===== config.mk =====
export PLATFORM = sky130hd
export DESIGN_NAME = vga_sync_decoder
export DESIGN_NICKNAME = d
export VERILOG_FILES = /design/src/rtl/vga_sync_decoder.sv
export SDC_FILE = /design/constraint.sdc
export NUM_CORES = 1
export LEC_CHECK = 0
export CORE_ASPECT_RATIO = 2
export CORE_MARGIN = 1.5
export CORE_UTILIZATION = 56
export CTS_CLUSTER_DIAMETER = 150
export DETAILED_ROUTE_END_ITERATION = 12
export GPL_ROUTABILITY_DRIVEN = 0
export GPL_TIMING_DRIVEN = 0
export PLACE_DENSITY_LB_ADDON = 0.3
export SLEW_MARGIN = 20
export SYNTH_ARGS = -nofsm -noshare
export SYNTH_HDL_FRONTEND = slang
export SYNTH_SLANG_ARGS = --single-unit

===== constraint.sdc =====
create_clock -name vgaclk -period 6.9 [get_ports vgaclk]
set_clock_uncertainty 0.15 [all_clocks]
set_input_delay 1.38 -clock vgaclk [delete_from_list [all_inputs] [get_ports vgaclk]]
set_output_delay 1.38 -clock vgaclk [all_outputs]
set_load 0.05 [all_outputs]

===== src/rtl/vga_sync_decoder.sv =====
// Receive-side VGA timing decoder: recovers pixel coordinates, measures line and
// frame timing against nominal values, tracks lock and samples one probe pixel.
module vga_sync_decoder #(
  parameter int unsigned H_TOTAL     = 800,
  parameter int unsigned HSYN        = 96,
  parameter int unsigned V_TOTAL     = 525,
  parameter int unsigned LOCK_FRAMES = 2
) (
  input  logic       vgaclk,
  input  logic       reset,
  input  logic       hsync,
  input  logic       vsync,
  input  logic       blank_b,
  input  logic [7:0] r,
  input  logic [7:0] g,
  input  logic [7:0] b,
  input  logic [9:0] probe_x,
  input  logic [9:0] probe_y,
  output logic [9:0] x,
  output logic [9:0] y,
  output logic       pixel_valid,
  output logic       frame_start,
  output logic [9:0] line_len,
  output logic [9:0] frame_lines,
  output logic       locked,
  output logic       h_err,
  output logic       v_err,
  output logic [7:0] probe_r,
  output logic [7:0] probe_g,
  output logic [7:0] probe_b,
  output logic       probe_valid
);

  typedef enum logic [1:0] {SEARCH, CHECK, LOCKED} state_t;

  localparam logic [9:0]  CNT_MAX   = '1;
  localparam logic [9:0]  H_TOTAL_C = 10'(H_TOTAL);
  localparam logic [9:0]  HSYN_C    = 10'(HSYN);
  localparam logic [9:0]  V_TOTAL_C = 10'(V_TOTAL);
  localparam int unsigned GCW       = (LOCK_FRAMES > 1) ? $clog2(LOCK_FRAMES) : 1;
  localparam logic [GCW-1:0] GOOD_LAST = GCW'(LOCK_FRAMES - 1);

  function automatic logic [9:0] sat_inc(input logic [9:0] v);
    return (v == CNT_MAX) ? v : v + 10'd1;
  endfunction

  // input pipeline and edge-detect history
  logic        hs1_q, vs1_q, bl1_q;
  logic        hs2_q, vs2_q, bl2_q;
  logic [23:0] rgb1_q;

  // coordinate and timing measurement state
  logic [9:0] x_q, x_d;
  logic [9:0] y_q, y_d;
  logic       y_started_q, y_started_d;
  logic [9:0] line_cnt_q, line_cnt_d;
  logic [9:0] line_len_q, line_len_d;
  logic [9:0] hs_wid_q, hs_wid_d;
  logic [9:0] lpf_q, lpf_d;
  logic [9:0] frame_lines_q, frame_lines_d;
  logic       line_armed_q, line_armed_d;
  logic       wid_armed_q, wid_armed_d;
  logic       frame_armed_q, frame_armed_d;
  logic       frame_bad_q, frame_bad_d;
  logic       frame_start_q;

  // lock FSM
  state_t         state_q;
  logic [GCW-1:0] good_q;
  logic           locked_q, h_err_q, v_err_q;

  // probe
  logic [9:0]  px_q, py_q;
  logic        probe_armed_q;
  logic [23:0] probe_rgb_q;
  logic        probe_valid_q;

  logic       hs_fall, hs_rise, vs_fall, bl_rise, bl_fall;
  logic       judging, line_bad, frame_judged, frame_cnt_bad, frame_bad, probe_hit;
  logic [9:0] lines_closed;

  always_ff @(posedge vgaclk) begin
    if (reset) begin
      hs1_q  <= 1'b1;
      vs1_q  <= 1'b1;
      hs2_q  <= 1'b1;
      vs2_q  <= 1'b1;
      bl1_q  <= 1'b0;
      bl2_q  <= 1'b0;
      rgb1_q <= '0;
    end else begin
      hs1_q  <= hsync;
      vs1_q  <= vsync;
      bl1_q  <= blank_b;
      rgb1_q <= {r, g, b};
      hs2_q  <= hs1_q;
      vs2_q  <= vs1_q;
      bl2_q  <= bl1_q;
    end
  end

  always_comb begin
    hs_fall = hs2_q & ~hs1_q;
    hs_rise = ~hs2_q & hs1_q;
    vs_fall = vs2_q & ~vs1_q;
    bl_rise = bl1_q & ~bl2_q;
    bl_fall = ~bl1_q & bl2_q;
    judging = (state_q != SEARCH);

    // Nothing is judged until a full interval has been observed: a line needs a
    // prior hsync fall, a width needs a fall seen after that, a frame a prior vsync fall.
    line_bad = judging & ((hs_fall & line_armed_q &
                           ((line_cnt_q != H_TOTAL_C) | (line_cnt_q == CNT_MAX))) |
                          (hs_rise & wid_armed_q & (hs_wid_q != HSYN_C)));

    // A coincident hsync fall closes its line into the frame being closed.
    lines_closed  = hs_fall ? sat_inc(lpf_q) : lpf_q;
    frame_judged  = vs_fall & frame_armed_q;
    frame_cnt_bad = frame_judged & (lines_closed != V_TOTAL_C);
    frame_bad     = frame_judged & (frame_cnt_bad | frame_bad_q | line_bad);

    x_d = x_q;
    if (blank_b & ~bl1_q) begin
      x_d = '0;
    end else if (blank_b) begin
      x_d = sat_inc(x_q);
    end

    y_d         = y_q;
    y_started_d = y_started_q;
    if (vs_fall) begin
      y_d         = '0;
      y_started_d = 1'b0;
    end else begin
      if (bl_rise) y_started_d = 1'b1;
      if (bl_fall & y_started_q) y_d = sat_inc(y_q);
    end

    line_cnt_d    = hs_fall ? 10'd1 : sat_inc(line_cnt_q);
    line_len_d    = hs_fall ? line_cnt_q : line_len_q;
    line_armed_d  = line_armed_q | hs_fall;
    wid_armed_d   = wid_armed_q | (hs_fall & line_armed_q);
    hs_wid_d      = hs_fall ? 10'd1 : (~hs1_q ? sat_inc(hs_wid_q) : hs_wid_q);
    lpf_d         = vs_fall ? '0 : lines_closed;
    frame_lines_d = vs_fall ? lines_closed : frame_lines_q;
    frame_armed_d = frame_armed_q | vs_fall;
    frame_bad_d   = vs_fall ? 1'b0 : (frame_bad_q | line_bad);

    probe_hit = probe_armed_q & bl1_q & (x_q == px_q) & (y_q == py_q);
  end

  always_ff @(posedge vgaclk) begin
    if (reset) begin
      x_q           <= '0;
      y_q           <= '0;
      y_started_q   <= 1'b0;
      line_cnt_q    <= '0;
      line_len_q    <= '0;
      hs_wid_q      <= '0;
      lpf_q         <= '0;
      frame_lines_q <= '0;
      line_armed_q  <= 1'b0;
      wid_armed_q   <= 1'b0;
      frame_armed_q <= 1'b0;
      frame_bad_q   <= 1'b0;
      frame_start_q <= 1'b0;
    end else begin
      x_q           <= x_d;
      y_q           <= y_d;
      y_started_q   <= y_started_d;
      line_cnt_q    <= line_cnt_d;
      line_len_q    <= line_len_d;
      hs_wid_q      <= hs_wid_d;
      lpf_q         <= lpf_d;
      frame_lines_q <= frame_lines_d;
      line_armed_q  <= line_armed_d;
      wid_armed_q   <= wid_armed_d;
      frame_armed_q <= frame_armed_d;
      frame_bad_q   <= frame_bad_d;
      frame_start_q <= vs_fall;
    end
  end

  always_ff @(posedge vgaclk) begin
    if (reset) begin
      state_q  <= SEARCH;
      good_q   <= '0;
      locked_q <= 1'b0;
      h_err_q  <= 1'b0;
      v_err_q  <= 1'b0;
    end else begin
      if (line_bad) h_err_q <= 1'b1;
      if (frame_cnt_bad) v_err_q <= 1'b1;
      unique case (state_q)
        SEARCH: begin
          if (vs_fall) begin
            state_q <= CHECK;
            good_q  <= '0;
          end
        end
        CHECK: begin
          if (frame_judged) begin
            if (frame_bad) begin
              good_q <= '0;
            end else if (good_q == GOOD_LAST) begin
              state_q  <= LOCKED;
              locked_q <= 1'b1;
              good_q   <= '0;
            end else begin
              good_q <= good_q + GCW'(1);
            end
          end
        end
        LOCKED: begin
          if (line_bad | frame_bad) begin
            state_q  <= CHECK;
            locked_q <= 1'b0;
            good_q   <= '0;
          end
        end
        default: begin
          state_q  <= SEARCH;
          locked_q <= 1'b0;
          good_q   <= '0;
        end
      endcase
    end
  end

  always_ff @(posedge vgaclk) begin
    if (reset) begin
      px_q          <= '0;
      py_q          <= '0;
      probe_armed_q <= 1'b0;
      probe_rgb_q   <= '0;
      probe_valid_q <= 1'b0;
    end else begin
      if (vs_fall) begin
        px_q          <= probe_x;
        py_q          <= probe_y;
        probe_armed_q <= 1'b1;
      end
      probe_valid_q <= probe_hit;
      if (probe_hit) probe_rgb_q <= rgb1_q;
    end
  end

  assign x           = x_q;
  assign y           = y_q;
  assign pixel_valid = bl1_q;
  assign frame_start = frame_start_q;
  assign line_len    = line_len_q;
  assign frame_lines = frame_lines_q;
  assign locked      = locked_q;
  assign h_err       = h_err_q;
  assign v_err       = v_err_q;
  assign probe_r     = probe_rgb_q[23:16];
  assign probe_g     = probe_rgb_q[15:8];
  assign probe_b     = probe_rgb_q[7:0];
  assign probe_valid = probe_valid_q;

endmodule

==> results of run 1 <==
-- kinds of logic (layout without fill, tap and decap cells) --
logic type / count (synthesis) / after routing
simple gates: 264 / 264
flops: 158 / 158
compound gates: 97 / 97
xor+xnor: 52 / 52
buf+inv: 45 / 195
mux: 31 / 31
fa+ha+maj: 7 / 7
-- layout make-up --
class / count / area share (%)
buffer: 30 / 1.68
clock inverter: 13 / 1.59
multi-input combinational: 451 / 34.7
sequential: 158 / 39.0
timing repair buffer: 118 / 14.6
tap: 140 / 2.16
clock buffer: 19 / 5.59
inverter: 15 / 0.694
-- power groups by stage --
stage / combinational, mW / sequential [mW] / clock [mW]
finish: 0.133 / 0.952 / 0.909
global route: 0.144 / 0.953 / 0.949
CTS: 0.133 / 0.951 / 0.915
detailed placement: 0.130 / 0.971 / 0
global placement: 0.127 / 0.970 / 0
floorplan: 0.0680 / 0.977 / 0
-- synth_stat cells, types with 2 or more instances --
cell type    n  area [sq um]
a211oi_1     2          15.0
a21o_1       4          30.0
a21oi_1     31           155
a22o_1      21           184
a31oi_1      7          43.8
a41oi_1      2          17.5
and2_1       6          37.5
and3_1       8          50.1
and4_1       5          43.8
buf_1        4          15.0
buf_8        2          30.0
clkbuf_1    23          86.3
dfxtp_1    158          3160
ha_1         7          87.6
inv_1       15          56.3
mux2i_1     31           310
nand2_1     50           188
nand2b_1     4          25.0
nand3_1     15          75.1
nand3b_1     2          15.0
nand4_1     20           125
nor2_1      94           353
nor2b_1     27           169
nor3_1       8          40.0
nor4_1       8          50.1
nor4b_1      2          17.5
o21ai_0     18          90.1
or2_2        5          31.3
or3_1        4          25.0
or4_4        2          22.5
xnor2_1     13           114
xor2_1      39           342
-- worst reg2reg max path: cells and delay by family, from the launching register on --
family	cells	cell delay, ns
AND/OR/NAND/NOR	3	1.25
flip-flops	1	0.50
buffers and inverters	1	0.24
multiplexers	1	0.24
XOR/XNOR	1	0.14
-- per-layer routing --
metal	wire, microns	track usage (%)	vias up
li1	-	-	2525
met1	5590	26.7	2474
met2	8670	51.9	175
met3	684	6.51	46
met4	495	11.5	0
met5	0	0	-
-- through the flow --
step | util [%] | hold WS (ns) | setup slack (ns)
finish | 75.0 | 0.300 | 3.58
global route | 75.0 | 0.328 | 3.52
CTS | 75.0 | 0.308 | 3.58
detailed placement | 69.6 | 0.296 | 3.32
global placement | 69.6 | 0.287 | 3.38
floorplan | - | 0.269 | 4.15
-- path summary, 6_finish.rpt --
kind | cells after the start | from | endpoint
setup / recovery | 1 | y[0]$_SDFFE_PP0P_ | y[0]
hold / removal | 2 | frame_lines[6]$_SDFFE_PP0P_ | frame_lines[6]$_SDFFE_PP0P_
setup reg to reg | 6 | y[0]$_SDFFE_PP0P_ | probe_rgb_q[17]$_SDFFE_PP0P_
hold reg to reg | 2 | frame_lines[6]$_SDFFE_PP0P_ | frame_lines[6]$_SDFFE_PP0P_
==> run summary, run 1 <==
In this run the cell area measured after placement is 7530 sq um. The delay of the slowest cell on the worst path is roughly 0.87 ns. The average cell area after synthesis is 9.43 sq um. The count of distinct cell types in the synthesized netlist came out at about 50. Of all flip-flops after synthesis, the portion carrying an async set or reset was 0%. Buffers placed on the I/O ports in this run total between 100 and 150. In this run the worst path has a maximum fanout of 7.

The first global-routing pass estimated 24.7 mm of wire. The CTS sink count is approximately 160. In the synthesized netlist, mux cells make up under 10% of the area.

The synthesized design contains 0 enable-type register cells. The area growth from synthesis to layout is 31.4%. The number of placed cells counting well taps came out at roughly 900. The violation count after the first detailed-routing iteration is 250. The number of warning messages in the yosys log is 0. The part of the cycle the worst path needs is 48.0%. The floorplan step defined a core boundary enclosing 10800 sq um. The register area is 3160 sq um.

The average via count per standard cell is 5.53. The tree is rooted in a clkbuf_16. The number of remaining DRC errors is 0. The number of buffers inserted for hold repair after clock tree synthesis came out at 0. The flow ran to the end, and the final reports show no timing, DRC or antenna violations.

The total via count after detailed routing came out at approximately 5200. Setup violations remaining at the end of the flow were counted as 0. The iteration count of the initial detailed-routing pass came out at 4. The detailed placer's ending HPWL is 11.2 mm.

The cell area after synthesis came out at about 6000 sq um. The starting utilization of the core area is 57.1%. After detailed routing, the average wire length per cell comes to 16.4 microns. Across all register-to-register paths, the minimum setup slack is 4.25 ns. The commonest register cell after synthesis is dfxtp_1. Pin placement for this block handled 119 I/O pins. Summing the areas of all compound-gate instances in the mapped netlist gives roughly a tenth of the synthesized area. Summing all multi-input logic gate instances after layout gives around 2800 sq um. The number of inserted diodes came out at 0. Of the total power, the share spent switching nets is 23.8%. The width of the die came out at approximately 77 microns. The maximum resistive drop on vdd came out at 0.253 mV. The share of synthesized area occupied by flip-flops and latches came out at 51.3%. The floorplan die height is 151 microns. The buffer levels on the longest clock path is 2. The largest registers in the layout are probe_rgb_q: 24 flops, rgb1_q: 24 flops. The signal on the critical path passes through clkdlybuf4s50_1.

Once detail routing completed, the nets flagged for antenna violations numbered 0. Wires add up to 15.4 mm. The data required time at the worst endpoint came out at 5.37 ns.

Once the clock tree was built, the setup fixing pass inserted 0 buffers. The number of max-cap violations came out at 0. The dominant combinational cell family by area after synthesis is simple AND/OR/NAND/NOR gates. The number of flip-flops and latches in the synthesized netlist is 158. The arithmetic-cell share of the synthesized area counting full adders, half adders and majority gates is 1.42%.

Leaving out fill and tap cells, the most frequent cell in the layout is dfxtp_1. The worst-case headroom to the max-slew limit came out at 48.1%. The initial antenna violation count came out at 0. The largest individual stage delay along the critical path comes from the cell clkdlybuf4s50_1. The simple logic cell fraction of the synthesized area came out at 21.3%.

The area of the die is 11700 sq um. The share of final-layout standard cells stronger than drive strength 1 is 5.72%. The source-to-sink clock delay at the later pin of the worst-skew pair is 0.42 ns. The worst setup path is launched from a flip-flop. At the end of the flow, the number of nets in the layout was 847. The largest net degree at the start of global routing is 17. The total of fill cells in the finished design came out at about 770. The number of standard cells in the layout, taps in and fillers out is 944.

The power density over the cells is 246 nW/um^2. The maximum level of the CTS H-tree is 4. Gates resized during post-CTS repair numbered 0. The final design instance area without fill is ~8000 sq um. The clock period minus worst slack is 3.32 ns. In the layout the commonest cells are dfxtp_1 (158), clkdlybuf4s50_1 (118), nor2_1 (94).

The worst setup path is of the flip-flop to output port kind. The clock input transition at the sequential cells of the worst setup and hold paths is 0.06 ns. The cell family contributing the most delay on the critical path is buffers and inverters.

The total routing resource utilization after global routing came out at a little over a quarter. Setup repair after global routing left no endpoint under its margin. The total clock buffers created by CTS came out at 17.

TritonCTS built the clock tree. The total count of max-transition violations in the final report is 0. The slew at the pin with the worst max-slew slack is between 0.7 and 0.8 ns. The completed layout was analyzed and its total power is 1.99 mW. The fmax is just over 0.3 GHz.

The internal power came out at approximately 1.5 mW. The part of the total power dissipated in sequential elements came out at 47.7%. The number of buffers and inverters on the critical path is 1. The number of failing hold endpoints at the final stage came out at 0. The leakage power figure is 3.05 nW. The kind of end point of the critical path is an output port. The number of nets produced by synthesis is 710.

The net switching power is ~0.47 mW. The part of the total power dissipated in the clock network is 45.6%. The via count of the first global-routing pass came out at ~5200. The synthesized netlist cell count is 654. The total number of placement rows is 54.

The path class of the lowest-slack min-delay path is flip-flop to flip-flop. The xor-xnor portion of the synthesized cell area is 7.38%. The critical path arrival came out at approximately 1.8 ns. The combinational share of power is 6.7%.

The total negative setup slack came out at 0 ns. For this run the aggregate overflow at the end of global routing stands at 0.
No activity file was read; power rests on OpenSTA's default activity.
==> inputs of run 2 (changes only) <==
CORE_UTILIZATION = 52   (was 56)
clock period = 3.4 ns   (was 6.9 ns; I/O delays follow)
==> run 2 against run 1 <==
Flip-flop and latch count stayed put. Setup slack got worse by 2.8 ns. Via count is essentially flat. Global-route usage decreased by 2.2 points. Die area grew 7.5%. Sequential share of layout area shrank 0.054 points.
==> run summary, run 2 (synthesized netlist as in run 1, its figures left out) <==
The area inside the core boundary is 11600 sq um (+7.6%). The startpoint kind of the worst setup timing path is a flip-flop. The combinational share of power came out at 6.5% (-0.2 points). The part of the cycle the worst path needs came out at 77.7%. The CTS sink count came to 158 (unchanged).

The critical path buffer and inverter count came out at 1 (unchanged). The number of standard cells in the layout, taps in and fillers out was 949 (+0.53%). TritonCTS built the clock tree. The tightest min-delay check is of the flip-flop to flip-flop type.

The total negative setup slack came out at 0 ns (unchanged). The source-to-sink clock delay at the later pin of the worst-skew pair came to 0.42 ns (about the same). The worst hold path cell count came to 2 (unchanged). The average via count per standard cell came out at 5.50 (-0.51%). The worst-case headroom to the max-slew limit came to 46.2% (-1.9 points). The delay of the slowest cell on the worst path came out at 0.64 ns (-0.23 ns). The data required time at the worst endpoint was 3.53 ns (-1.84 ns). The power density over the cells came out at 499 nW/um^2 (+100%). The iteration count of the initial detailed-routing pass is 4 (unchanged). The part of the total power dissipated in the clock network is 45.8% (+0.2 points). The maximum level of the CTS H-tree is 4 (unchanged). The largest net degree at the start of global routing came out at 17 (unchanged).

The wire length on met1 came out at 5.48 mm (-2.0%). The sum of routed wire length over all layers is 15.2 mm (-1.5%). The kind of cell adding the most delay to the critical path is simple AND/OR/NAND/NOR gates. The I/O pin count is 119 (unchanged). The number of gates given a new drive strength after cts is 0 (unchanged). The number of logic stages on the critical path including buffering was 6 (+5). The most common cell after layout, fill and taps aside is dfxtp_1. The number of inserted diodes came to 0 (unchanged). The total of fill cells in the finished design is 916 (+19%).

The worst reg-to-reg setup slack came out at 0.76 ns (-3.49 ns). The initial antenna violation count came out at 0 (unchanged). The leakage power figure came to 3.04 nW (about the same).

The slew at the pin with the worst max-slew slack was 0.804 ns (+0.0288 ns). The final design utilization is 69.8% (-5.2 points). The number of failing hold endpoints at the final stage was 0 (unchanged). The width of the die came out at 80.0 microns (+3.6%). The number of nets in the layout came to 847 (unchanged). Derived from the worst setup path, the maximum achievable clock frequency is 0.379 GHz. Leaving out fill and tap cells, the most frequent cells in the layout are dfxtp_1 (158), clkdlybuf4s50_1 (118), nor2_1 (94).

The switching portion of total power came out at 23.1% (-0.74 points). In the final layout, the registers with the most flip-flops are probe_rgb_q: 24 flops, rgb1_q: 24 flops. The share of final-layout standard cells stronger than drive strength 1 is 5.60% (-0.12 points). The total routing resource utilization after global routing is 24.7% (-2.2 points). The critical path in this run is classified as flip-flop to flip-flop. The number of buffers inserted for hold repair after clock tree synthesis is 0 (unchanged).

The via count of the first global-routing pass is 5262 (+1.8%). The tree is rooted in a clkbuf_16. The critical-path cell with the highest stage delay is nor4_4. In this run the top signal layer used is met4. The total via count after detailed routing is 5221 (+0.019%). The global route total overflow came out at 0 (unchanged). The number of max-cap violations is 0 (unchanged). The pre-CTS setup slack was 0.530 ns (-2.79 ns). The detailed placer's ending HPWL is 11.2 mm (-0.12%). The flow ran to the end, and the final reports show no timing, DRC or antenna violations. The part of the total power dissipated in sequential elements was 47.7% (about the same). The critical path arrival is 2.77 ns (+0.98 ns).

The area of the die is 12600 sq um (+7.5%). The routed length per instance was 16.0 microns (-2.1%). Walking the worst path, the cells encountered are xor2_1 > or4_4 > nor4_4 > buf_8 > mux2i_1 > nor2_1. The net switching power came out at 0.934 mW (+97%). The number of cells on the worst reg-to-reg path came out at 6 (unchanged). The starting utilization of the core area came to 53.0% (-4.0 points). The number of remaining DRC errors is 0 (unchanged).

The total number of placement rows is 56 (+3.7%). The floorplan die height is 157 microns (+3.7%). The internal power is 3.12 mW (+110%). The total of endpoints with negative setup slack in the final report came out at 0 (unchanged). The maximum resistive drop on vdd is 0.557 mV (+120%). The post-detailed-route count of antenna-violating nets was 0 (unchanged). The violation count after the first detailed-routing iteration came out at 250 (unchanged). The total count of max-transition violations in the final report came out at 0 (unchanged). The first-pass GRT wire length was 24.2 mm (-2.3%). The number of placed cells counting well taps came out at 917 (+0.55%). The clock period minus worst slack came out at 2.64 ns.

The met3 wire length is 602 microns (-12%). The clock input transition at the sequential cells of the worst setup and hold paths came to 0.06 ns (about the same). The worst setup path is captured at a flip-flop. The post-CTS setup-driven buffer insertion count is 0 (unchanged). The final critical-path setup slack came out at 0.759 ns (-2.83 ns). The buffer levels on the longest clock path was 2 (unchanged). Setup repair after global routing left no endpoint under its margin. The count of port buffers added during placement came out at 118 (unchanged).

The maximum fanout encountered on the critical timing path came out at 10 (+3). The sum of met2 wire segment lengths after detailed routing was 8.61 mm (-0.65%). The total clock buffers created by CTS came to 17 (unchanged). From synthesis to final layout, the design area changed by 31.6%.
-- run 2: worst paths after layout --
check	start	to
worst min-delay path	frame_lines[1]$_SDFFE_PP0P_	frame_lines[1]$_SDFFE_PP0P_
worst max-delay path	y[0]$_SDFFE_PP0P_	probe_rgb_q[4]$_SDFFE_PP0P_
worst max register to register	y[0]$_SDFFE_PP0P_	probe_rgb_q[4]$_SDFFE_PP0P_
worst min register to register	frame_lines[1]$_SDFFE_PP0P_	frame_lines[1]$_SDFFE_PP0P_
-- run 2: metal layers --
layer  GRT usage (%)  vias to the layer above
met3            5.45                       41
met5               0                        -
li1                -                     2528
met2            46.9                      172
met4            11.2                        0
met1            24.6                     2480
-- run 2: worst min-delay path: cells and delay by family, from the launching register on --
family          cells  cell delay, ns
simple gates        1            0.04
flops               1            0.32
compound gates      1            0.05
-- run 2: metrics by stage --
step	total power, mW	hold slack [ns]	cell area (sq um)
after floorplan	2.12	0.269	6170
after global placement	2.22	0.284	7530
after global routing	4.17	0.329	8120
after detailed placement	2.24	0.290	7530
after CTS	4.07	0.305	8120
final	4.05	0.298	8120
-- run 2: cell type report --
cell class / count / area [sq um] / share of cell area (%)
repair buffers: 118 / 1180 / 14.5
clock buffers: 22 / 484 / 5.96
well taps: 145 / 181 / 2.23
flip-flops and latches: 158 / 3160 / 39.0
plain buffers: 30 / 136 / 1.68
multi-input cells: 451 / 2810 / 34.7
inverters: 15 / 56.3 / 0.693
clock inverters: 10 / 103 / 1.26
-- run 2: power by group through the flow --
stage	Combinational, mW	Sequential [mW]	Clock, mW
floorplan	0.138	1.98	0
global placement	0.257	1.97	0
detailed placement	0.264	1.97	0
CTS	0.265	1.93	1.87
global route	0.290	1.94	1.94
finish	0.265	1.93	1.85
